$ cat src/rtl/capture_write_pkg.sv
// capture_write_pkg: shared defaults and state encoding for the capture_write
// logic-analyser write path.
//   DEF_DATA_WIDTH  - default probe sample width
//   DEF_ADDR_WIDTH  - default capture buffer address width
//   DEF_MEMORY_SIZE - default capture buffer depth (2**DEF_ADDR_WIDTH)
//   state_t         - capture state machine encoding
package capture_write_pkg;

   localparam int unsigned DEF_DATA_WIDTH  = 8;
   localparam int unsigned DEF_ADDR_WIDTH  = 4;
   localparam int unsigned DEF_MEMORY_SIZE = 1 << DEF_ADDR_WIDTH;

   typedef enum logic [2:0] {
      IDLE      = 3'd0,
      FILL      = 3'd1,
      WAIT_TRIG = 3'd2,
      POST      = 3'd3,
      DONE      = 3'd4
   } state_t;

endpackage

$ cat src/rtl/capture_write_trig_match.sv
// capture_write_trig_match: masked trigger compare for the capture path.
//   clk, reset : clock, async active-low reset
//   sample     : probe sample of the current cycle
//   mask/value : trigger mask and pattern (mask bit 0 = don't care)
//   en         : sample belongs to the trigger search window
//   hit_c      : combinational match of the current sample
//   hit        : registered, enabled match; lines up with the buffer write
//                of the same sample one cycle later
module capture_write_trig_match #(
   parameter int unsigned DATA_WIDTH = 8
) (
   input  logic                  clk,
   input  logic                  reset,
   input  logic [DATA_WIDTH-1:0] sample,
   input  logic [DATA_WIDTH-1:0] mask,
   input  logic [DATA_WIDTH-1:0] value,
   input  logic                  en,
   output logic                  hit_c,
   output logic                  hit
);

   assign hit_c = ((sample ^ value) & mask) == '0;

   // Delayed hit tags the write strobe carrying the trigger sample
   always_ff @(posedge clk or negedge reset) begin
      if (!reset) hit <= 1'b0;
      else        hit <= en & hit_c;
   end

endmodule

$ cat src/rtl/capture_write.sv
// capture_write: pre/post-trigger capture controller writing probe samples
// into a circular buffer.
//   clk, reset            : clock, async active-low reset
//   arm                   : one-cycle pulse starting a capture (IDLE/DONE only)
//   sample_in             : probe sample, one per clock
//   trig_mask, trig_value : masked trigger pattern
//   post_count            : samples kept after the trigger sample
//   mem_we/waddr/wdata    : registered buffer write port (latency 1)
//   waddr                 : oldest-sample address once done
//   trig_addr             : buffer address of the trigger sample
//   done                  : capture complete, buffer stable
module capture_write
   import capture_write_pkg::*;
#(
   parameter int unsigned DATA_WIDTH = DEF_DATA_WIDTH,
   parameter int unsigned ADDR_WIDTH = DEF_ADDR_WIDTH
) (
   input  logic                  clk,
   input  logic                  reset,
   input  logic                  arm,
   input  logic [DATA_WIDTH-1:0] sample_in,
   input  logic [DATA_WIDTH-1:0] trig_mask,
   input  logic [DATA_WIDTH-1:0] trig_value,
   input  logic [ADDR_WIDTH-1:0] post_count,
   output logic                  mem_we,
   output logic [ADDR_WIDTH-1:0] mem_waddr,
   output logic [DATA_WIDTH-1:0] mem_wdata,
   output logic [ADDR_WIDTH-1:0] waddr,
   output logic [ADDR_WIDTH-1:0] trig_addr,
   output logic                  done
);

   localparam int unsigned MEMORY_SIZE = 1 << ADDR_WIDTH;
   localparam int unsigned CNT_WIDTH   = ADDR_WIDTH + 1;

   state_t                 state, state_next;
   logic [ADDR_WIDTH-1:0]  wptr;
   logic [ADDR_WIDTH-1:0]  post_q;
   logic [CNT_WIDTH-1:0]   cnt;
   logic [CNT_WIDTH-1:0]   pre_depth_c;
   logic                   hit_c;
   logic                   hit;
   logic                   start_c;
   logic                   wr_c;
   logic                   cnt_clr_c;

   // Samples written before the trigger search opens
   assign pre_depth_c = CNT_WIDTH'(MEMORY_SIZE - 1) - {1'b0, post_q};

   capture_write_trig_match #(
      .DATA_WIDTH (DATA_WIDTH)
   ) u_trig_match (
      .clk    (clk),
      .reset  (reset),
      .sample (sample_in),
      .mask   (trig_mask),
      .value  (trig_value),
      .en     (state == WAIT_TRIG),
      .hit_c  (hit_c),
      .hit    (hit)
   );

   // State register
   always_ff @(posedge clk or negedge reset) begin
      if (!reset) state <= IDLE;
      else        state <= state_next;
   end

   // Next state and per-cycle controls
   always_comb begin
      state_next = state;
      start_c    = 1'b0;
      wr_c       = 1'b0;
      cnt_clr_c  = 1'b0;
      case (state)
         IDLE, DONE: begin
            if (arm) begin
               start_c    = 1'b1;
               // All-ones post_count leaves no pre-trigger room
               state_next = (post_count == '1) ? WAIT_TRIG : FILL;
            end
         end
         FILL: begin
            wr_c = 1'b1;
            if (cnt + CNT_WIDTH'(1) == pre_depth_c) state_next = WAIT_TRIG;
         end
         WAIT_TRIG: begin
            wr_c = 1'b1;
            if (hit_c) begin
               cnt_clr_c  = 1'b1;
               state_next = (post_q == '0) ? DONE : POST;
            end
         end
         POST: begin
            wr_c = 1'b1;
            if (cnt + CNT_WIDTH'(1) == {1'b0, post_q}) state_next = DONE;
         end
         default: state_next = IDLE;
      endcase
   end

   // Pointers, counters and registered outputs
   always_ff @(posedge clk or negedge reset) begin
      if (!reset) begin
         wptr      <= '0;
         post_q    <= '0;
         cnt       <= '0;
         mem_we    <= 1'b0;
         mem_waddr <= '0;
         mem_wdata <= '0;
         waddr     <= '0;
         trig_addr <= '0;
         done      <= 1'b0;
      end else begin
         if (start_c) begin
            post_q <= post_count;
            wptr   <= '0;
         end else if (wr_c) begin
            wptr <= wptr + ADDR_WIDTH'(1);
         end

         if (start_c || cnt_clr_c)             cnt <= '0;
         else if (state == FILL || state == POST) cnt <= cnt + CNT_WIDTH'(1);

         mem_we <= wr_c;
         if (wr_c) begin
            mem_waddr <= wptr;
            mem_wdata <= sample_in;
         end

         // Trigger sample address is taken off the write port it travels on
         if (hit) trig_addr <= mem_waddr;

         // wptr is frozen in DONE, so it already points past the last write
         done <= (state == DONE) && !arm;
         if (state == DONE && !arm) waddr <= wptr;
      end
   end

endmodule

$ cat config.mk
export PLATFORM = sky130hd
export DESIGN_NAME = capture_write
export DESIGN_NICKNAME = d
export VERILOG_FILES = /design/src/rtl/capture_write_pkg.sv /design/src/rtl/capture_write_trig_match.sv /design/src/rtl/capture_write.sv
export SDC_FILE = /design/constraint.sdc
export NUM_CORES = 1
export LEC_CHECK = 0
export ABC_AREA = 1
export CORE_MARGIN = 2
export CORE_UTILIZATION = 48
export DETAILED_ROUTE_END_ITERATION = 10
export GPL_TIMING_DRIVEN = 0
export PLACE_DENSITY = 0.89
export SETUP_SLACK_MARGIN = 0.15
export SYNTH_ARGS = -nofsm -noshare
export SYNTH_HDL_FRONTEND = slang
export SYNTH_SLANG_ARGS = --single-unit
$ cat constraint.sdc
create_clock -name clk -period 2.2 [get_ports clk]
set_clock_uncertainty 0.1 [all_clocks]
set_input_delay 0.33 -clock clk [delete_from_list [all_inputs] [get_ports clk]]
set_output_delay 0.33 -clock clk [all_outputs]
set_load 0.03 [all_outputs]
**After elaboration in Yosys (flattened, before gate mapping)**

Cells that the tools add are included.

- Bits in registers: 39
- Logic and storage cells: 56
- Bits of input ports: 31

- Add/sub/neg operators: 3
- Bitwise gates (word level): 3
- Equal/unequal tests: 11
- Mux-type cells: 16
- Reduce and logical (&&, ||, !) cells: 12

Operators with widths:

| operator | count |
|---|---|
| 2-to-1 mux 3 bit | 5 |
| case mux 3 bit (4 select lines) | 1 |
| 2-to-1 mux 5 bit | 2 |
| AND 8 bit | 1 |
| logical NOT 8 bit | 1 |
| 2-to-1 mux 4 bit | 2 |
| != test 2 bit (second input constant) | 4 |
| bitwise XOR 8 bit | 1 |
| equality test 3 x 2 -> 1 bit (second input constant) | 2 |
| adder 5 x 1 -> 5 bit (second input constant) | 1 |
| equality test 5 x 4 -> 1 bit | 1 |
| equality test 5 bit | 1 |
| 2-to-1 mux 1 bit | 5 |
| subtractor 4 x 4 -> 5 bit (first input constant) | 1 |
| adder 4 x 1 -> 4 bit (second input constant) | 1 |
| equality test 4 bit (second input constant) | 1 |
| logical NOT 4 bit | 1 |
| AND reduction 4 bit | 1 |
| nonzero test 2 bit | 2 |
| equality test 3 x 1 -> 1 bit (second input constant) | 1 |
| equality test 3 bit (second input constant) | 1 |
| logical NOT 3 bit | 1 |
| OR reduction 3 bit | 1 |
| logical OR 1 bit | 2 |
| 5 further kinds | 5 |

**Longest topological paths before layout**

- Depth after elaboration: 7
- Gate-level depth with buffers: 13

**By module**

A second synthesis with hierarchy kept.

- Cells, all modules: 258
- Area total of the unflattened synthesis: 2,020.7 um^2

By module, submodules not included:

| module | cells each | seq. area each (um^2) | area each (um^2) | instances |
|---|---|---|---|---|
| capture_write | 207 | 950.9 | 1,790.5 | 1 |
| capture_write_trig_match | 51 | 25.0 | 230.2 | 1 |

**Least setup slack after synthesis**

Ideal clock, no wire load.

- Path type: register to register
- Start: reg cnt[0]
- End: reg state[1]
- Data required time: 1.979 ns
- Cell stages (with the launch flop): 13
- Arrival time: 1.423 ns
- Setup time: 0.121 ns
- Path slack: 0.556 ns
- Cells stage by stage: dfrtp_1 ha_1 inv_1 nand2_1 nand2_1 nor2_1 nand2_1 nor2_1 nand2_1 nand2_2 nand2_2 o21bai_1 nand2_1

- Longest elaborated chain between the ends: 4

RTL lines:

| element | RTL line | source |
|---|---|---|
| start, declared | capture_write.sv:39 | `logic [CNT_WIDTH-1:0] cnt;` |
| start signal, assigned | capture_write.sv:123 | `else if (state == FILL \|\| state == POST) cnt <= cnt + CNT_WIDTH'(1);` |
| adder 5 x 1 -> 5 bit * | capture_write.sv:85, capture_write.sv:96 |  |
| equality test 5 x 4 -> 1 bit or equality test 5 bit (tied branches) | capture_write.sv:96, capture_write.sv:85 |  |
| != test 2 bit (no source line) | - |  |
| AND reduction 4 bit (no source line) * | - |  |
| end signal, assigned | capture_write.sv:66 | `else state <= state_next;` |
| end, declared | capture_write.sv:36 | `state_t state, state_next;` |

Mark *: on every way between the ends. The rest lies on a longest branch, timed or not.
A chain may end at the register's enable or synchronous reset.

**Final worst setup path**

- Start: reg mem_waddr[2]
- End: out mem_waddr[2]

RTL lines:

| element | RTL line | source |
|---|---|---|
| start, declared | capture_write.sv:26 | `output logic [ADDR_WIDTH-1:0] mem_waddr,` |
| start signal, assigned | capture_write.sv:127 | `mem_waddr <= wptr;` |

No word-level cell between the ends.

==> impl_metrics.py <==
metrics = {
    "clocking": {
        "cts.sinks": 39,
        "cts_root_buffer": "clkbuf_8",
        "numCtsBuffers": 5,
        "path_clk_slew_ns": 0.08,
        "cts_resized": 0,
        "clk_latency_ns": 0.30,
        "cts_tree": "built",
        "cts_hold_buf": 0,
        "post_cts.repair.setup_buffers": 0,
        "htree_levels": 2,
        "clock_path_buffers": 2,
    },
    "power": {
        "p_total_w": 0.00403,
        "powerDensity_nw_per_um2": 1510,
        "vdd_ir_drop_max_mv": 0.720,
        "p_leak_nw": 1.35,
    },
    "final_layout": {
        "multiInputGateArea_um2": 827,
        "regArea_um2": 976,
        "final_nets": 353,
        "fin_util": 0.674,
        "num_antenna_cells": 0,
        "final_cell_mix": "nand2_1 (103), clkdlybuf4s50_1 (51), dfrtp_1 (39)",
        "fillers": 324,
        "final_common_cell": "nand2_1",
        "drive_gt1_frac": 0.0779,
        "syn2layout_area_growth_pct": 36.4,
        "fin_area_um2": 2680,
    },
    "logic_synthesis": {
        "seq_area_frac_synth": 0.498,
        "netlist_instances": 261,
        "synth-seq-cells": 39,
        "syn_area_per_cell_um2": 7.51,
        "ys_top_cells_by_area": "dfrtp_1 (50%), nand2_1 (20%), inv_1 (6.9%)",
        "synth_top_area_share": 0.498,
        "synth_warnings": 0,
        "synth_top_area_cell": "dfrtp_1",
        "synth_cell_types": 21,
        "syn-num-nets": 294,
        "syn_area_um2": 1960,
    },
    "setup_path": {
        "slowest_stage": "clkdlybuf4s50_1",
        "crit_required_ns": 1.77,
        "r2r_slack_ns": 0.39,
        "rr_worst_depth": 13,
        "endpoint": "mem_waddr[2]",
        "reg2reg_to": "state[2]$_DFFE_PN0P_",
        "end_kind": "output port",
        "cp-start-kind": "register",
        "cp.depth": 1,
        "arrival_ns": 1.38,
        "path_buf_inv": 1,
        "worstPathCellList": "clkdlybuf4s50_1",
        "crit_type": "reg2out",
        "slowest_delay_ns": 0.69,
        "startpoint": "mem_waddr[2]$_DFFE_PN0P_",
        "crit_family": "buffers and inverters",
        "r2r-start": "cnt[0]$_DFFE_PN0P_",
        "cp_max_fo": 3,
    },
    "detailed_routing": {
        "first_iter_violations": 180,
        "route.detailed.drc": 0,
        "drtAntennaViolNets": 0,
        "drt-vias-per-instance": 5.06,
        "dr_total_vias": 1878,
        "wl_um": 4670,
        "wire_per_inst_um": 12.6,
        "dr.pass1.iters": 4,
    },
    "timing": {
        "hold_ws_ns": 0.0388,
        "layout_min_cycle_time_ns": 1.81,
        "fin_setup_tns_ns": 0,
        "setup_viol": 0,
        "fin_crit_sh": 0.822,
        "worst_slew_pin_slew_ns": 0.860,
        "hold_violations": 0,
        "fmaxAchievable_ghz": 0.553,
        "final-max-slew-violation-count": 0,
        "slew_headroom": 0.427,
        "rsz0062_at_grt": "false",
    },
    "outcome": {
        "status": "complete, no violations",
    },
    "floorplanning": {
        "die-height_um": 67.9,
        "start_util": 0.494,
        "core-area_um2": 3970,
        "io_pins": 53,
        "placementRows": 23,
        "die_area_um2": 4610,
        "die-width_um": 67.9,
    },
    "placement": {
        "dpl_cell_area_um2": 2540,
        "port_buffers": 52,
        "hpwlAfterDp_um": 3450,
        "routabilityCongestion": 0.822,
    },
    "job": {
        "max_cap_viol_count": 0,
    },
    "global_route": {
        "grt_pass1_wl_um": 8430,
        "grt_start_max_net_pins": 40,
        "grt_pass1_vias": 2017,
        "antenna_found_initial": 0,
        "grt_use_total": 0.243,
        "grt_remaining_overflow": 0,
    },
    "min_path": {
        "hold_path_class": "in2async",
    },
}
==> area by class of cell <==
cell class / count / area share
clock buffer: 5 / 0.0257
buffer: 3 / 0.00561
multi-input combinational: 181 / 0.309
tap: 50 / 0.0234
clock inverter: 3 / 0.0253
sequential: 39 / 0.365
inverter: 38 / 0.0533
timing repair buffer: 52 / 0.193
==> metrics by stage <==
step           worst slack, ns  std cells
3_5_place_dp             0.306        363
4_1_cts                  0.392        371
5_1_grt                  0.170        371
2_1_floorplan            0.556        261
6_report                 0.391        371
3_3_place_gp            -0.212        363
==> kinds of logic after synthesis <==
family / count (synthesis) / share of synthesized area
fa+ha+maj: 2 / 0.0128
compound gates: 29 / 0.0779
mux: 4 / 0.0230
simple gates: 146 / 0.308
flops: 39 / 0.498
buf+inv: 41 / 0.0804
==> cells in the mapped netlist, drive strengths merged <==
cell and count:
nor2 17, o21bai 1, dfrtp 39, o21a 1
inv 38, ha 2, a211oi 1, mux2 4
nor3 4, nand3 15, nand4 3, a21oi 5
buf 3, o21ai 21, nand2 107
==> metal layers <==
layer,global-route usage,vias to the layer above,part of all wire
met5,0,-,0
met4,0.125,0,0.017
met3,0.0378,9,0.044
met2,0.428,57,0.53
met1,0.286,882,0.41
li1,-,930,-
==> state kept, by name, summed over array words and instances, names as in the netlist <==
signal	count
mem_wdata	8
cnt	5
mem_waddr	4
post_q	4
trig_addr	4
waddr	4
wptr	4
state	3
done	1
mem_we	1
u_trig_match.hit	1
==> worst min-delay path by stage <==
stage | slack (ns) | cells after the start | endpoint | from
after floorplan | -0.07 | 0 | cnt[0]$_DFFE_PN0P_ | reset
after global placement | 0.35 | 1 | wptr[3]$_DFFE_PN0P_ | wptr[3]$_DFFE_PN0P_
after detailed placement | 0.36 | 1 | wptr[3]$_DFFE_PN0P_ | wptr[3]$_DFFE_PN0P_
after CTS | 0.07 | 1 | mem_wdata[5]$_DFFE_PN0P_ | reset
after global routing | 0.11 | 1 | mem_wdata[5]$_DFFE_PN0P_ | reset
final | 0.04 | 1 | mem_wdata[5]$_DFFE_PN0P_ | reset
==> power breakdown <==
part	internal (W)	switching [W]	total, W
Combinational	0.000777	0.00127	0.00205
Clock	0.000452	0.000265	0.000717
Sequential	0.00103	0.000231	0.00127
Note: power is estimated with default switching activity, not from simulation.
==> RTL change 1 (config.mk and constraints unchanged) <==
Encoding of `state_t`: now one-hot (5 bits for 5 states).
--- a/src/rtl/capture_write_pkg.sv
+++ b/src/rtl/capture_write_pkg.sv
@@ -10,12 +10,12 @@
    localparam int unsigned DEF_ADDR_WIDTH  = 4;
    localparam int unsigned DEF_MEMORY_SIZE = 1 << DEF_ADDR_WIDTH;
 
-   typedef enum logic [2:0] {
-      IDLE      = 3'd0,
-      FILL      = 3'd1,
-      WAIT_TRIG = 3'd2,
-      POST      = 3'd3,
-      DONE      = 3'd4
+   typedef enum logic [4:0] {
+      IDLE      = 5'b00001,
+      FILL      = 5'b00010,
+      WAIT_TRIG = 5'b00100,
+      POST      = 5'b01000,
+      DONE      = 5'b10000
    } state_t;
 
 endpackage
Formal check against the unedited RTL: no difference found for any inputs over 10 cycles, from zero or initial values and one cycle with reset low; not proved beyond that.
==> RTL change 1 against the unedited design <==
Sequential share of layout area fell by 0.33 points. Total power down 14%. Setup slack lost 0.029 ns. Critical path depth increased by 12. Cell count up 6.5%. Core utilization down 1.6 points. Routed wire length hardly changed. Area after synthesis rose by 9.5%. Design area increased by 6.2%. Sequential cell count grew 2.
==> RTL change 1: results (changes against the unedited design) <==
NetSw 1.498 mW (-15%); drt initial violations 81 (-55%); Synth top cells by count nand2_1 (97), inv_1 (41), dfrtp_1 (40); Lkg Pwr 1.488 nW (+10%); routed length per placed instance 11.82 um (-6.1%); sequential share of the synthesized area 0.4784 (-0.01933); Total GRT Usage 0.2018 (-0.04107); status finished, final reports clean; r2r endpoint state[4]$_DFFE_PN0P_; CP peak stage delay 0.48 ns (-0.21 ns); share of cells above drive strength 1 0.1079 (+0.02999); first-pass GRT wire length 8114 um (-3.8%); Post-DP HPWL 3483 um (+0.84%); H-tree depth 2 (unchanged); synth top area cells dfrtp_1 (47%), nand2_1 (17%), inv_1 (7.2%); setup slack at placement 0.3179 ns (+0.01228 ns); fin nets 375 (+6.2%); placed cells 387 (+6.6%); Routed WL 4670 um (about the same); Critical Path AT 1.98 ns (+0.60 ns); P_int 1.968 mW (-13%); distinct cell type count after synthesis 23 (+9.5%); ANT cells 0 (unchanged); Syn Nets 316 (+7.5%); cell count after synthesis 283 (+8.4%); biggest regs mem_wdata (8), cnt (5), state (5); worst vdd ir 1.016 mV (+41%); CP max-delay cell dfrtp_1; register share of total power 0.348 (+0.034); FF-to-FF setup slack 0.36 ns (-0.03 ns); via count 1,967 (+4.7%); dpl cell area 2728 um^2 (+7.4%); Crit Path Max Fanout 7 (+4); Setup-failing EPs final 0 (unchanged)
RTL change 1: worst max-delay path, delay by kind of cell, from the launching register on:
kind / cells / cell delay, ns
fa+ha+maj: 1 / 0.33
buf+inv: 1 / 0.05
flops: 1 / 0.48
simple gates: 11 / 0.81
RTL change 1: how the worst max path moves through the flow:
stage	start	end	cells after the start	slack (ns)
final	cnt[0]$_DFFE_PN0P_	state[4]$_DFFE_PN0P_	13	0.36
after global routing	cnt[0]$_DFFE_PN0P_	state[4]$_DFFE_PN0P_	13	0.15
after CTS	cnt[0]$_DFFE_PN0P_	state[4]$_DFFE_PN0P_	13	0.31
after detailed placement	sample_in[1]	state[4]$_DFFE_PN0P_	11	0.32
after global placement	reset	mem_wdata[2]$_DFFE_PN0P_	1	-0.28
after floorplan	cnt[0]$_DFFE_PN0P_	state[4]$_DFFE_PN0P_	13	0.56
RTL change 1: cell type report:
| type | count | area [um^2] |
|---|---|---|
| clock buffer | 7 | 96.34 |
| buffer | 4 | 37.54 |
| inverter | 46 | 172.7 |
| fill | 358 | 1483 |
| timing repair buffer | 52 | 515.5 |
| multi-input combinational | 192 | 922.1 |
| tap | 52 | 65.06 |
| sequential | 41 | 1027 |
| clock inverter | 1 | 5.005 |
RTL change 1: cell families (layout without fill, tap and decap cells):
kind of cell,count (synthesis),in the layout,share of synthesized area
xor gates and xnor gates,1,1,0.004080
buffers and inverters,50,110,0.09790
adders and majority gates,2,2,0.01165
AOI/OAI and AO/OA,32,32,0.08333
and+or+nand+nor,156,156,0.3193
muxes,1,1,0.005244
DFF,41,41,0.4784
RTL change 1: metal layers:
metal,vias to the layer above,GRT usage,share of wire,wire (um)
met4,0,0.06918,0.015,69
met3,7,0.05128,0.066,306
li1,1004,-,-,-
met5,-,0,0,0
met2,56,0.3448,0.48,2249
met1,900,0.2495,0.44,2043
==> RTL change 2 (config.mk and constraints unchanged) <==
Made on the original files. The package constant `DEF_DATA_WIDTH` goes from 8 to 6.
--- a/src/rtl/capture_write_pkg.sv
+++ b/src/rtl/capture_write_pkg.sv
@@ -6,7 +6,7 @@
 //   state_t         - capture state machine encoding
 package capture_write_pkg;
 
-   localparam int unsigned DEF_DATA_WIDTH  = 8;
+   localparam int unsigned DEF_DATA_WIDTH  = 6;
    localparam int unsigned DEF_ADDR_WIDTH  = 4;
    localparam int unsigned DEF_MEMORY_SIZE = 1 << DEF_ADDR_WIDTH;
 
Ports: changed (resized mem_wdata, sample_in, trig_mask and trig_value); port bits go from 53 to 45. No check against the original RTL was run, so the function may have changed too.
==> RTL change 2 against the unedited design <==
Sequential cell count is 2 lower. Area after synthesis is 7.3% lower. Core utilization is 1.7 points lower. Routed wire length is 19% lower. Design area is 10% lower. Hold slack worse by 0.025 ns. Largest cell class unchanged. Combinational power is 3% lower. Total power is 7.9% lower. Setup slack worse by 0.043 ns.
==> RTL change 2: results (changes against the unedited design) <==
Clk Latency, worst-skew pair 0.30 ns (about the same); CP peak stage delay 0.46 ns (-0.23 ns); share of cells above drive strength 1 0.1321 (+0.05426); via count 1,616 (-14%); hold crit path type in -> async; worst vdd ir 0.6875 mV (-4.6%); initial antenna violation count 0 (unchanged); placed cells 320 (-12%); fin nets 306 (-13%); PD cells 1542 nW/um^2 (+2.4%); Routability Congestion 0.8520 (+3.6%); Via density 4.927 (-2.7%); clock buffer depth 2 (unchanged); Main synth FF type dfrtp_1; CP max-delay cell dfrtp_2; GR met3 Demand/Resource 0.04623 (+0.008404); biggest regs mem_wdata (6), cnt (5); drt initial violations 64 (-64%); Routed WL 3784 um (-19%); cell count after synthesis 228 (-13%); Synth warnings 0 (unchanged); Post-DP HPWL 2851 um (-17%); number of CTS-inserted buffers 5 (unchanged); Top reg by flops mem_wdata; Critical Path AT 1.94 ns (+0.56 ns); distinct cell type count after synthesis 26 (+24%); largest net degree at the start of global routing 38 (-5.0%); worst setup path start cnt[0]$_DFFE_PN0P_; Rel. slew slack 0.4721 (+0.04533); Reg clk slew, reported paths 0.07 ns; synth top area cells dfrtp_1 (51%), nand2_1 (17%), nor2_1 (3.9%); DR pass1 iterations 4 (unchanged); met1 Usage GRT 0.2433 (-0.04259); Lkg Pwr 1.194 nW (-12%); Syn Nets 255 (-13%); buffers added on ports 44 (-15%); sequential share of the synthesized area 0.5093 (+0.01152); Synth top cells by count nand2_1 (82), dfrtp_1 (37), nor2_1 (19); met2 Track Usage GR 0.3622 (-0.06545); Total GRT Usage 0.2124 (-0.03044); ANT cells 0 (unchanged); Crit Path Max Fanout 7 (+4); layout filler cell count 308 (-4.9%); H-tree depth 2 (unchanged); status finished, final reports clean; setup slack at placement 0.2173 ns (-0.08830 ns); dpl cell area 2313 um^2 (-8.9%); cell family contributing the most delay on the critical path simple AND/OR/NAND/NOR gates; first-pass GRT wire length 6893 um (-18%)
==> RTL change 2: repair_timing <==
item / 4_1_cts / 5_1_grt
buffers inserted: 0 / 0
setup endpoints to repair: 0 / 1
resized for setup: 0 / 1
==> RTL change 2: where the power goes <==
| group | switching [mW] | total (mW) | internal (mW) |
|---|---|---|---|
| Sequential | 0.240 | 1.23 | 0.993 |
| Clock | 0.263 | 0.487 | 0.225 |
| Combinational | 1.22 | 1.99 | 0.773 |
==> RTL change 2: cell families after synthesis <==
kind of cell,after synthesis,share of synthesized area
AND/OR/NAND/NOR,132,0.3132
flip-flops,37,0.5093
buffers and inverters,30,0.06331
AO/OA/AOI/OAI,23,0.07571
multiplexers,4,0.02477
adder cells (fa/ha/maj),2,0.01376
==> RTL change 2: path summary, 6_finish.rpt <==
check / to / slack [ns] / depth (start not counted)
min: cnt[0]$_DFFE_PN0P_ / 0.01 / 1
max in group asynchronous: cnt[0]$_DFFE_PN0P_ / 1.45 / 1
min in group clk: mem_wdata[2]$_DFFE_PN0P_ / 0.37 / 2
max reg2reg: state[1]$_DFFE_PN0P_ / 0.35 / 11
max: state[1]$_DFFE_PN0P_ / 0.35 / 11
min reg2reg: mem_wdata[2]$_DFFE_PN0P_ / 0.37 / 2
==> RTL change 2: layout make-up <==
class | instances | area share
buffer | 2 | 0.004162
clock buffer | 5 | 0.02862
clock inverter | 3 | 0.008845
inverter | 28 | 0.04370
multi-input combinational | 161 | 0.3231
sequential | 37 | 0.3855
tap | 48 | 0.02497
timing repair buffer | 44 | 0.1811
==> RTL change 2: layer usage <==
metal,vias up,share of wire
met3,10,0.042
met4,0,0.032
met5,-,0
met1,737,0.44
met2,40,0.48
li1,829,-
